## config.mk

```make
export PLATFORM = sky130hd
export DESIGN_NAME = mul_seq_ctrl_flat
export DESIGN_NICKNAME = d
export VERILOG_FILES = /design/src/rtl/mul_seq_ctrl_if.sv /design/src/rtl/mul_seq_ctrl.sv /design/src/flat_wrapper.sv
export SDC_FILE = /design/constraint.sdc
export NUM_CORES = 2
export LEC_CHECK = 0
export ABC_AREA = 1
export CORE_UTILIZATION = 45
export CTS_CLUSTER_DIAMETER = 100
export DETAILED_ROUTE_END_ITERATION = 10
export PLACE_DENSITY = 0.71
export SLEW_MARGIN = 20
export SYNTH_ARGS = -nofsm -noshare
export SYNTH_HDL_FRONTEND = slang
export SYNTH_SLANG_ARGS = --single-unit
export TNS_END_PERCENT = 100
```

## constraint.sdc

```tcl
create_clock -name clock -period 7.85 [get_ports clock]
set_input_delay 0.785 -clock clock [delete_from_list [all_inputs] [get_ports clock]]
set_output_delay 0.785 -clock clock [all_outputs]
set_load 0.02 [all_outputs]
```

## src/rtl/mul_seq_ctrl_if.sv

```systemverilog
// Handshake and operand/result bundle between the execute pipeline and mul_seq_ctrl.
interface mul_seq_ctrl_if;
    logic        start;
    logic        signed_op;
    logic [31:0] inA;
    logic [31:0] inB;
    logic        busy;
    logic        done;
    logic [31:0] out;
    logic        overflow;

    modport master (
        output start, signed_op, inA, inB,
        input  busy, done, out, overflow
    );

    modport slave (
        input  start, signed_op, inA, inB,
        output busy, done, out, overflow
    );
endinterface

```

## src/rtl/mul_seq_ctrl.sv

```systemverilog
// Execute-stage sequencer around a combinational 32x32 multiplier with a multicycle settle window.
// Optional feature macro: MUL_ZERO_BYPASS_EN (skips the settle window when either magnitude is zero).
module mul_seq_ctrl #(
    parameter int unsigned WAIT_CYCLES = 2
) (
    input  logic          clock,
    input  logic          reset_n,
    mul_seq_ctrl_if.slave bus
);

    localparam int unsigned DATA_W = 32;
    localparam int unsigned CNT_W  = 4;
    localparam logic [DATA_W-1:0] INT_MIN = 32'h8000_0000;

    typedef enum logic [1:0] {
        S_IDLE   = 2'd0,
        S_WAIT   = 2'd1,
        S_RESULT = 2'd2
    } state_t;

    state_t              state, state_nxt;
    logic [CNT_W-1:0]    count, count_nxt;
    logic [DATA_W-1:0]   op_a, op_a_nxt;
    logic [DATA_W-1:0]   op_b, op_b_nxt;
    logic                neg, neg_nxt;
    logic                sgn, sgn_nxt;
    logic [DATA_W-1:0]   out_q, out_nxt;
    logic                ovf_q, ovf_nxt;
    logic                done_q, done_nxt;
    logic                busy_q, busy_nxt;

    logic [DATA_W-1:0]   mag_a_c, mag_b_c;
    logic [2*DATA_W-1:0] prod_c;
    logic [DATA_W-1:0]   p_c;
    logic                mul_ovf_c;

    // Operand magnitudes; INT_MIN maps to itself, which mul32 treats as unsigned 2^31.
    assign mag_a_c = (bus.signed_op & bus.inA[31]) ? DATA_W'(-bus.inA) : bus.inA;
    assign mag_b_c = (bus.signed_op & bus.inB[31]) ? DATA_W'(-bus.inB) : bus.inB;

    // mul32: combinational unsigned product, allowed WAIT_CYCLES edges to settle.
    assign prod_c    = {{DATA_W{1'b0}}, op_a} * {{DATA_W{1'b0}}, op_b};
    assign p_c       = prod_c[DATA_W-1:0];
    assign mul_ovf_c = |prod_c[2*DATA_W-1:DATA_W];

    always_ff @(posedge clock or negedge reset_n) begin
        if (!reset_n) begin
            state  <= S_IDLE;
            count  <= '0;
            op_a   <= '0;
            op_b   <= '0;
            neg    <= 1'b0;
            sgn    <= 1'b0;
            out_q  <= '0;
            ovf_q  <= 1'b0;
            done_q <= 1'b0;
            busy_q <= 1'b0;
        end else begin
            state  <= state_nxt;
            count  <= count_nxt;
            op_a   <= op_a_nxt;
            op_b   <= op_b_nxt;
            neg    <= neg_nxt;
            sgn    <= sgn_nxt;
            out_q  <= out_nxt;
            ovf_q  <= ovf_nxt;
            done_q <= done_nxt;
            busy_q <= busy_nxt;
        end
    end

    always_comb begin
        state_nxt = state;
        count_nxt = count;
        op_a_nxt  = op_a;
        op_b_nxt  = op_b;
        neg_nxt   = neg;
        sgn_nxt   = sgn;
        out_nxt   = out_q;
        ovf_nxt   = ovf_q;
        done_nxt  = 1'b0;

        case (state)
            S_IDLE: begin
                if (bus.start) begin
                    op_a_nxt  = mag_a_c;
                    op_b_nxt  = mag_b_c;
                    neg_nxt   = bus.signed_op & (bus.inA[31] ^ bus.inB[31]);
                    sgn_nxt   = bus.signed_op;
                    count_nxt = CNT_W'(WAIT_CYCLES);
`ifdef MUL_ZERO_BYPASS_EN
                    if ((mag_a_c == '0) || (mag_b_c == '0)) begin
                        state_nxt = S_RESULT;
                    end else begin
                        state_nxt = S_WAIT;
                    end
`else
                    state_nxt = S_WAIT;
`endif
                end
            end
            S_WAIT: begin
                count_nxt = count - CNT_W'(1);
                if (count == CNT_W'(1)) begin
                    state_nxt = S_RESULT;
                end
            end
            S_RESULT: begin
                out_nxt   = neg ? DATA_W'(-p_c) : p_c;
                // Signed: magnitude must fit 31 bits, except exactly 2^31 for a negative result.
                ovf_nxt   = sgn ? (mul_ovf_c | (p_c[31] & ~(neg & (p_c == INT_MIN))))
                                : mul_ovf_c;
                done_nxt  = 1'b1;
                state_nxt = S_IDLE;
            end
            default: begin
                state_nxt = S_IDLE;
            end
        endcase

        busy_nxt = (state_nxt != S_IDLE);
    end

    assign bus.busy     = busy_q;
    assign bus.done     = done_q;
    assign bus.out      = out_q;
    assign bus.overflow = ovf_q;

endmodule

```

## src/flat_wrapper.sv

```systemverilog
// flat-port wrapper written by rule: the top's interface ports become plain ports
module mul_seq_ctrl_flat 
#(
    parameter int unsigned WAIT_CYCLES = 2
)
  (clock, reset_n, bus_start, bus_signed_op, bus_inA, bus_inB, bus_busy, bus_done, bus_out, bus_overflow);
  mul_seq_ctrl_if bus_i ();
  input  logic clock;
  input  logic reset_n;
  input wire logic [$bits(bus_i.start)-1:0] bus_start;
  input wire logic [$bits(bus_i.signed_op)-1:0] bus_signed_op;
  input wire logic [$bits(bus_i.inA)-1:0] bus_inA;
  input wire logic [$bits(bus_i.inB)-1:0] bus_inB;
  output wire logic [$bits(bus_i.busy)-1:0] bus_busy;
  output wire logic [$bits(bus_i.done)-1:0] bus_done;
  output wire logic [$bits(bus_i.out)-1:0] bus_out;
  output wire logic [$bits(bus_i.overflow)-1:0] bus_overflow;
  assign bus_i.start = bus_start;
  assign bus_i.signed_op = bus_signed_op;
  assign bus_i.inA = bus_inA;
  assign bus_i.inB = bus_inB;
  assign bus_busy = bus_i.busy;
  assign bus_done = bus_i.done;
  assign bus_out = bus_i.out;
  assign bus_overflow = bus_i.overflow;
  mul_seq_ctrl #(.WAIT_CYCLES(WAIT_CYCLES)) u_core (.clock(clock), .reset_n(reset_n), .bus(bus_i));
endmodule
```

==> impl_metrics.json <==
{
  "ant_nets": 0,
  "tightest_slew_ns": 1.00,
  "slew_viol_final": 0,
  "syn_area_sq_mm": 0.0419,
  "reg2regPathDepth": 28,
  "crit_family": "adder cells",
  "required_ns": 8.15,
  "timing.rr.end": "u_core.bus.overflow",
  "clkSinkCount": 107,
  "synthDistinctLibCells": 48,
  "worstReg2RegStart": "u_core.op_b[28]",
  "port_buffers": 102,
  "endpoint": "u_core.bus.overflow",
  "ys_ff_latch": 107,
  "grt_pass1_wl_um": 200000,
  "clk_latency_ns": 0.41,
  "chipWidth_um": 307,
  "yosysSeqAreaShare_pct": 6.39,
  "start_kind": "register",
  "gp_congestion": 1.02,
  "cts_buffers": 9,
  "setup.worst_path.start": "u_core.op_b[28]",
  "track_usage_pct": 27.4,
  "dp_hpwl_um": 108000,
  "crit_type": "reg2reg",
  "hp-class": "in2async",
  "setup_viol": 0,
  "postSynthCellCount": 5700,
  "max_slew_margin_pct": 33.2,
  "synth_largest_area_cell": "fa_1",
  "wirelength_um": 124000,
  "antenna_found_initial": 2,
  "synth_flop_cell": "dfrtp_1",
  "placed_cell_area_sq_mm": 0.0452,
  "slowest_stage": "dfrtp_1",
  "synthAdderAreaFrac_pct": 50.8,
  "hold_viol": 0,
  "ios": 103,
  "rsz0062_at_grt": "true",
  "area_growth_pct": 9.19,
  "synth_edf_count": 0,
  "cpMostUsedCell": "fa_1",
  "synth-warning-count": 0,
  "synth_fp_nets": 6932,
  "period_minus_slack_ns": 7.59,
  "timing.fmax_ghz": 0.132,
  "synthMuxAreaShare_pct": 0,
  "cts.root.buffer_cell": "clkbuf_16",
  "grt_pass1_vias": 36238,
  "vias": 34673,
  "wl_per_cell_um": 17.7,
  "synth_top_family_by_area": "adder cells",
  "cp_num_cells": 28,
  "cts_tree": "done",
  "endpoint_kind": "register",
  "final_nets": 6979,
  "async_reset_ff_share_pct": 100,
  "yosys.area_share.simple_pct": 21.1,
  "drive_gt1_share_pct": 6.19,
  "cap_violations": 0,
  "cp_num_buf_inv": 6,
  "drtIter0Drc": 2759,
  "htreeDepth": 3,
  "synth-xor-area-share_pct": 1.83,
  "clk_pin_slew_worst_paths_ns": 0.09,
  "status": "finished, final reports clean",
  "fin_skew_ns": 0.0173,
  "viasPerCell": 4.95,
  "slowest_delay_ns": 0.63,
  "regToRegSetupSlack_ns": 0.26,
  "clock_tree.buffer_depth": 2,
  "yosys-top-cells-area": "fa_1 43%, nand2_1 16%, inv_1 15%",
  "grt_max_degree": 76,
  "drt_first_pass_iters": 7,
  "cp.arrival_ns": 7.89,
  "finalInstanceArea_sq_mm": 0.0458,
  "rows": 111,
  "synth_top_area_share_pct": 42.8,
  "syn_area_per_cell_sq_um": 7.36,
  "drc": 0,
  "dieArea_sq_mm": 0.0944,
  "start_util_pct": 45.6,
  "cts_hold_buffers": 0,
  "grt_overflow": 0,
  "core_sq_mm": 0.0919,
  "synth-compound-area-share_pct": 2.64,
  "period_share_pct": 96.6,
  "cp_max_fo": 15,
  "die_h_um": 307
}
## state kept, by name, indices dropped and copies added, names as in the netlist
register             count
u_core.sgn               1
u_core.state             2
u_core.bus.busy          1
u_core.bus.out          32
u_core.op_b             32
u_core.bus.done          1
u_core.neg               1
u_core.count             4
u_core.op_a             32
u_core.bus.overflow      1
## layout make-up
type / count / area, sq um
Antenna cell: 3 / 7.51
Sequential cell: 107 / 2720
Clock buffer: 10 / 239
Fill cell: 9016 / 46200
Timing Repair Buffer: 320 / 2920
Tap cell: 1243 / 1560
Inverter: 1648 / 6190
Clock inverter: 6 / 81.3
Multi-Input combinational cell: 3661 / 32100
## cells in the final DEF (no fill, tap or decap), types with 4 or more instances in the layout
| cell | instances |
|---|---|
| a21oi_1 | 68 |
| a31oi_1 | 8 |
| buf_12 | 19 |
| buf_4 | 196 |
| clkbuf_16 | 10 |
| clkdlybuf4s50_1 | 101 |
| clkinv_1 | 4 |
| dfrtp_1 | 72 |
| dfrtp_2 | 35 |
| fa_1 | 893 |
| ha_1 | 264 |
| ha_2 | 4 |
| inv_1 | 1638 |
| inv_2 | 6 |
| nand2_1 | 1759 |
| nand2_2 | 25 |
| nand3_1 | 118 |
| nand3_2 | 8 |
| nand3b_1 | 11 |
| nand4_1 | 28 |
| nor2_1 | 193 |
| nor2_2 | 16 |
| nor3_1 | 20 |
| nor4_1 | 6 |
| o21ai_0 | 101 |
| o21ai_1 | 7 |
| o21bai_1 | 9 |
| xnor2_1 | 31 |
| xor2_1 | 52 |
## cells in the mapped netlist, types with 3 or more instances
library cell and instances:
nand2_1 1759, inv_1 1638, fa_1 896, clkbuf_1 280, ha_1 268, nor2_1 201
nand3_1 120, dfrtp_1 107, o21ai_0 101, a21oi_1 70, xor2_1 53, xnor2_1 31
nand4_1 28, nand2_2 25, nor3_1 20, nand3b_1 11, o21bai_1 9, a31oi_1 8
nor2_2 8, nand3_2 7, o21ai_1 7, inv_2 6, nor4_1 6, clkinv_1 4
nor2_4 3, nor3_2 3, o31ai_1 3, or2_2 3
## how the worst min path moves through the flow
stage | cells after the start | startpoint | slack, ns | to
after floorplan | 1 | u_core.count[2] | 0.46 | u_core.count[2]
after global placement | 2 | u_core.bus.out[27] | 0.46 | u_core.bus.out[27]
after detailed placement | 2 | u_core.bus.out[25] | 0.46 | u_core.bus.out[25]
after CTS | 1 | reset_n | 0.39 | u_core.bus.done
after global routing | 1 | reset_n | 0.44 | u_core.bus.out[15]
final | 1 | reset_n | 0.39 | u_core.bus.out[15]
## per-stage QoR
stage	std cells	setup WS (ns)	hold slack [ns]	TNS, ns	util, %
floorplan	5700	1.04	0.457	0	-
global placement	6970	0.149	0.465	0	49.2
detailed placement	6970	0.150	0.465	0	49.2
CTS	6986	0.0881	0.393	0	49.5
global route	6997	-0.0314	0.441	-0.0314	49.8
finish	6998	0.263	0.386	0	49.8
## metal layers
layer  vias up  global-route usage [%]  part of all wire (%)
li1      16035                       -                     -
met1     17227                    38.9                    43
met2      1267                    43.9                    46
met3       144                    4.70                   8.6
met4         0                    6.20                   2.3
met5         -                       0                     0
## logic make-up (layout without fill, tap and decap cells)
| kind of cell | count (synthesis) | in the layout |
|---|---|---|
| simple gates | 2204 | 2204 |
| buf+inv | 1932 | 1984 |
| fa+ha+maj | 1164 | 1164 |
| compound gates | 207 | 207 |
| flops | 107 | 107 |
| xor+xnor | 86 | 86 |
| other cells | 0 | 3 |
## repair_timing
action                                  CTS  global route
resized for setup                         0            57
setup buffers                             0             8
endpoints found under the setup margin    0            11
endpoints found under the hold margin     0             0
Power is not shown: default switching activity piles up to over one toggle a cycle in this logic, so the estimate is an artifact.
